===== src/rtl/dsp_pipe_stage.sv =====
// Stallable DEPTH-stage pipeline register with per-stage valid, bubble collapse and flush; OCC port with DSP_PIPE_OCC_EN.
// Latency: DEPTH cycles from IN_VALID to OUT_VALID on an empty pipe; one item per cycle sustained.
// Backpressure: IN_READY falls only when every stage is full and OUT_READY is low; CE=0 or FLUSH blocks both handshakes.
module dsp_pipe_stage #(
    parameter int WIDTH      = 18,
    parameter int DEPTH      = 2,
    parameter int CLEAR_DATA = 1
) (
    input  logic             CLK,
    input  logic             RST_N,
    input  logic             CE,
    input  logic             FLUSH,
    input  logic             IN_VALID,
    output logic             IN_READY,
    input  logic [WIDTH-1:0] IN_DATA,
    output logic             OUT_VALID,
    input  logic             OUT_READY,
    output logic [WIDTH-1:0] OUT_DATA
`ifdef DSP_PIPE_OCC_EN
    ,
    output logic [$clog2(DEPTH+1)-1:0] OCC
`endif
);

    logic [DEPTH-1:0]            v_q;
    logic [DEPTH-1:0]            v_d;
    logic [DEPTH-1:0]            can_acc;
    logic [DEPTH-1:0]            up_vld;
    logic [DEPTH-1:0][WIDTH-1:0] d_q;
    logic [DEPTH-1:0][WIDTH-1:0] d_d;
    logic [DEPTH-1:0][WIDTH-1:0] up_dat;
    logic                        in_xfer;

    // Ready ripples from the tail toward the head: an empty stage can always
    // take a new item, so a stalled tail never blocks bubbles upstream of it.
    always_comb begin
        can_acc = '0;
        can_acc[DEPTH-1] = ~v_q[DEPTH-1] | OUT_READY;
        for (int i = DEPTH - 2; i >= 0; i--) begin
            can_acc[i] = ~v_q[i] | can_acc[i+1];
        end
        IN_READY  = CE & ~FLUSH & can_acc[0];
        OUT_VALID = CE & ~FLUSH & v_q[DEPTH-1];
        in_xfer   = IN_VALID & IN_READY;
    end

    // What each stage would load if it advances: the input port for stage 0,
    // the previous stage otherwise.
    always_comb begin
        up_vld    = '0;
        up_dat    = '0;
        up_vld[0] = in_xfer;
        up_dat[0] = IN_DATA;
        for (int i = 1; i < DEPTH; i++) begin
            up_vld[i] = v_q[i-1];
            up_dat[i] = d_q[i-1];
        end
    end

    // Next state: flush drops every valid but leaves data alone; otherwise a
    // stage that can accept takes upstream valid, and data only on a real item.
    always_comb begin
        v_d = v_q;
        d_d = d_q;
        if (CE && FLUSH) begin
            v_d = '0;
        end else if (CE) begin
            for (int i = 0; i < DEPTH; i++) begin
                if (can_acc[i]) begin
                    v_d[i] = up_vld[i];
                    if (up_vld[i]) begin
                        d_d[i] = up_dat[i];
                    end
                end
            end
        end
    end

    // Valid bits always clear on reset.
    always_ff @(posedge CLK or negedge RST_N) begin
        if (!RST_N) begin
            v_q <= '0;
        end else begin
            v_q <= v_d;
        end
    end

    generate
        if (CLEAR_DATA != 0) begin : g_data_rst
            // Data registers cleared on reset.
            always_ff @(posedge CLK or negedge RST_N) begin
                if (!RST_N) begin
                    d_q <= '0;
                end else begin
                    d_q <= d_d;
                end
            end
        end else begin : g_data_norst
            // Data registers carry no reset; only valid bits define content.
            always_ff @(posedge CLK) begin
                d_q <= d_d;
            end
        end
    endgenerate

    assign OUT_DATA = d_q[DEPTH-1];

`ifdef DSP_PIPE_OCC_EN
    localparam int OCC_W = $clog2(DEPTH + 1);
    localparam logic [OCC_W-1:0] OCC_ONE = OCC_W'(1);

    logic [OCC_W-1:0] occ_q;
    logic [OCC_W-1:0] occ_d;
    logic             out_xfer;

    // Occupancy tracks transfers at both ports; simultaneous in/out cancel.
    always_comb begin
        out_xfer = OUT_VALID & OUT_READY;
        occ_d    = occ_q;
        if (CE && FLUSH) begin
            occ_d = '0;
        end else if (in_xfer && !out_xfer) begin
            occ_d = occ_q + OCC_ONE;
        end else if (!in_xfer && out_xfer) begin
            occ_d = occ_q - OCC_ONE;
        end
    end

    // Occupancy register.
    always_ff @(posedge CLK or negedge RST_N) begin
        if (!RST_N) begin
            occ_q <= '0;
        end else begin
            occ_q <= occ_d;
        end
    end

    assign OCC = occ_q;
`endif

endmodule


===== config.mk =====
export PLATFORM = sky130hd
export DESIGN_NAME = dsp_pipe_stage
export DESIGN_NICKNAME = d
export VERILOG_FILES = /design/src/rtl/dsp_pipe_stage.sv
export SDC_FILE = /design/constraint.sdc
export NUM_CORES = 1
export LEC_CHECK = 0
export CAP_MARGIN = 40
export CELL_PAD_IN_SITES_DETAIL_PLACEMENT = 0
export CELL_PAD_IN_SITES_GLOBAL_PLACEMENT = 2
export CORE_MARGIN = 8
export CORE_UTILIZATION = 40
export CTS_CLUSTER_DIAMETER = 30
export DETAILED_ROUTE_END_ITERATION = 8
export DONT_BUFFER_PORTS = 1
export PLACE_DENSITY = 0.85
export REMOVE_ABC_BUFFERS = 1
export SLEW_MARGIN = 20
export SYNTH_ARGS = -nofsm -noshare
export SYNTH_HDL_FRONTEND = slang
export SYNTH_SLANG_ARGS = --single-unit

===== constraint.sdc =====
create_clock -name CLK -period 1.9 [get_ports CLK]
set_clock_uncertainty 0.2 [all_clocks]
set_input_delay 0.38 -clock CLK [delete_from_list [all_inputs] [get_ports CLK]]
set_output_delay 0.38 -clock CLK [all_outputs]
set_load 0.05 [all_outputs]

==> results of run 1 <==
[critical path: stages, from the launching register on]
cell	delay, ns
dfrtp_1	0.39
nor2b_1	0.17
a21boi_1	0.16
buf_4	0.22
[synthesized netlist by cell type]
cell | count | area, µm²
dfrtp_1 | 38 | 950.9
mux2_2 | 26 | 292.8
buf_4 | 20 | 150.1
mux2_4 | 10 | 150.1
o22ai_1 | 2 | 12.51
a21boi_0 | 1 | 7.510
a21oi_1 | 1 | 5.000
a22oi_1 | 1 | 7.510
and2_1 | 1 | 6.260
and2b_1 | 1 | 7.510
buf_6 | 1 | 11.26
inv_1 | 1 | 3.750
inv_2 | 1 | 3.750
nand3b_2 | 1 | 11.26
nor2b_1 | 1 | 6.260
o311a_1 | 1 | 10.01
[metal layers]
metal	vias up	share of wire	GRT usage
li1	340	-	-
met1	404	0.36	0.1001
met2	32	0.52	0.1560
met3	6	0.11	0.06194
met4	0	0.014	0.03818
met5	-	0	0
[worst min-delay path by stage]
stage	start	to	slack [ns]	cells after the start
2_1_floorplan	RST_N	OUT_DATA[0]$_DFFE_PN0P_	-0.12	0
3_3_place_gp	RST_N	OUT_DATA[17]$_DFFE_PN0P_	-0.11	0
3_5_place_dp	RST_N	OUT_DATA[12]$_DFFE_PN0P_	-0.11	0
4_1_cts	CE	v_q[1]$_DFFE_PN0P_	0.02	1
5_1_grt	IN_DATA[13]	d_q[13]$_DFFE_PN0P_	0.01	1
6_report	CE	v_q[1]$_DFFE_PN0P_	0.04	1
[flip-flops by register name (all words and copies together), names as in the netlist]
| signal | count |
|---|---|
| d_q | 18 |
| OUT_DATA | 18 |
| v_q | 2 |
[through the flow]
stage / instances / utilization / setup TNS [ns] / power (mW) / setup slack (ns)
global placement: 142 / 0.4017 / 0 / 2.209 / 0.2136
floorplan: 86 / - / -2.055 / 2.124 / -0.4475
global route: 153 / 0.4342 / 0 / 2.893 / 0.009327
detailed placement: 142 / 0.4017 / 0 / 2.250 / 0.1538
finish: 153 / 0.4342 / 0 / 2.734 / 0.1052
CTS: 153 / 0.4342 / 0 / 2.790 / 0.08433
[cell families (layout without fill, tap and decap cells)]
family                 Yosys count  count (layout)  share of synthesized area
DFF                             38              38                     0.5810
muxes                           36              36                     0.2706
and+or+nand+nor                  4               4                    0.01912
AOI/OAI and AO/OA                6               6                    0.02599
buffers and inverters           23              19                     0.1032
[layout make-up]
type,instances,area share
timing repair buffer,10,0.06241
sequential,38,0.5515
inverter,2,0.004354
tap,50,0.03628
multi-input combinational,46,0.2997
clock inverter,2,0.005806
clock buffer,5,0.03991
[power by group]
part	switching (mW)	total, mW	internal, mW
combinational	0.113	0.357	0.244
clock	0.252	0.498	0.246
sequential	0.820	1.88	1.06
==> results.txt, run 1 <==
reg2reg setup slack - 0.14 ns
cell count of the worst reg-to-reg path - 4
CTS HTree Levels - 2
synthesized flop and latch total - 38
CP endpoint - IN_READY
RSZ-0062 raised after global routing - false
Via density - 5.111
# rows - 23
global-route wire length before repair - 4623 µm
Critical Path AT - 1.21 ns
post_cts resized - 0
cts bufs inserted - 5
die height - 79.97 µm
WP data required - 1.32 ns
Max-cap violations - 0
area grow syn2layout - 5.351%
drt pass-1 iters - 2
Yosys warning count - 0
Worst-Margin Slew - 0.5030 ns
largest net degree at the start of global routing - 39
Root Driver - clkbuf_8
capture point of the worst reg-to-reg path - v_q[0]$_DFFE_PN0P_
DRT antenna net count - 0
port buffer count - 0
commonest non-fill, non-tap cells in the layout - dfrtp_1 (38), mux2_2 (26), mux2_4 (10)
Layout Nets - 127
Routed wire per std cell - 18.94 µm
Mean Syn Cell Area - 15.30 µm²
CTS clock-pin slew for the worst setup and hold paths - 0.07 ns
initial antenna violation count - 0
via count - 782
Die X - 79.97 µm
gr usage total - 0.09758
die area - 6394 µm²
Multi-input gate area - 516.7 µm²
final setup vio count - 0
Seq. cell area - 950.9 µm²
min-delay worst type - input port to flip-flop
Core Area - 3971 µm²
worst skew pair latency - 0.28 ns
placed cell area - 1595 µm²
design area - 1724 µm²
number of diodes - 0
Worst Path Class, Setup - flip-flop to output pin
CTS max path bufs - 2
Seq/Total Area, Yosys - 0.5810
Initial Util - 0.4121
commonest non-fill, non-tap cell in the layout - dfrtp_1
synthesized area - 1637 µm²
vias in the first global route - 863
CP startpoint - v_q[1]$_DFFE_PN0P_
Mapped Cells - 107
Startpoint Class - flip-flop
proportion of layout cells with a drive suffix above 1 - 0.5049
RePlAce Congestion - 0.7629
CTS Sinks - 38
slew margin rel. - 0.6647
fmax - 0.5572 GHz
Max Slew Vio Count - 0
leakage - 0.7726 nW
postcts setup bufs - 0
final wirelength - 2898 µm
worst hold slack - 0.03742 ns
period utilisation layout - 0.9446
TritonCTS clock tree - done
DP HPWL - 2126 µm
crit path time final - 1.795 ns
status - completed
Crit Reg-Reg Startpoint - v_q[1]$_DFFE_PN0P_
GR Overflow Total - 0
Post-CTS Hold Fix Bufs - 4
DRT iter0 DRCs - 41
Peak supply drop - 0.0006134 V
pwr dens - 1586 nW/µm²
Setup crit end kind - output pin
Final Hold Fails - 0
synth unique cells - 16
DRC - 0
critical-path maximum fanout - 4
I/O pin count - 44
Layout fillers - 368
(Power assumes the default switching activity.)
==> run 2: changes to the inputs <==
--- a/config.mk
+++ b/config.mk
@@ -5,7 +5,6 @@
 export SDC_FILE = /design/constraint.sdc
 export NUM_CORES = 1
 export LEC_CHECK = 0
-export CAP_MARGIN = 40
 export CELL_PAD_IN_SITES_DETAIL_PLACEMENT = 0
 export CELL_PAD_IN_SITES_GLOBAL_PLACEMENT = 2
 export CORE_MARGIN = 8
==> results of run 2 <==
No change in the layout: final DEF, timing and power equal those of run 1.
==> run 3: changes to the inputs <==
--- a/config.mk
+++ b/config.mk
@@ -18,3 +18,4 @@
 export SYNTH_ARGS = -nofsm -noshare
 export SYNTH_HDL_FRONTEND = slang
 export SYNTH_SLANG_ARGS = --single-unit
+export TNS_END_PERCENT = 30
==> results of run 3 <==
No change in the layout: final DEF, timing and power equal those of run 1.
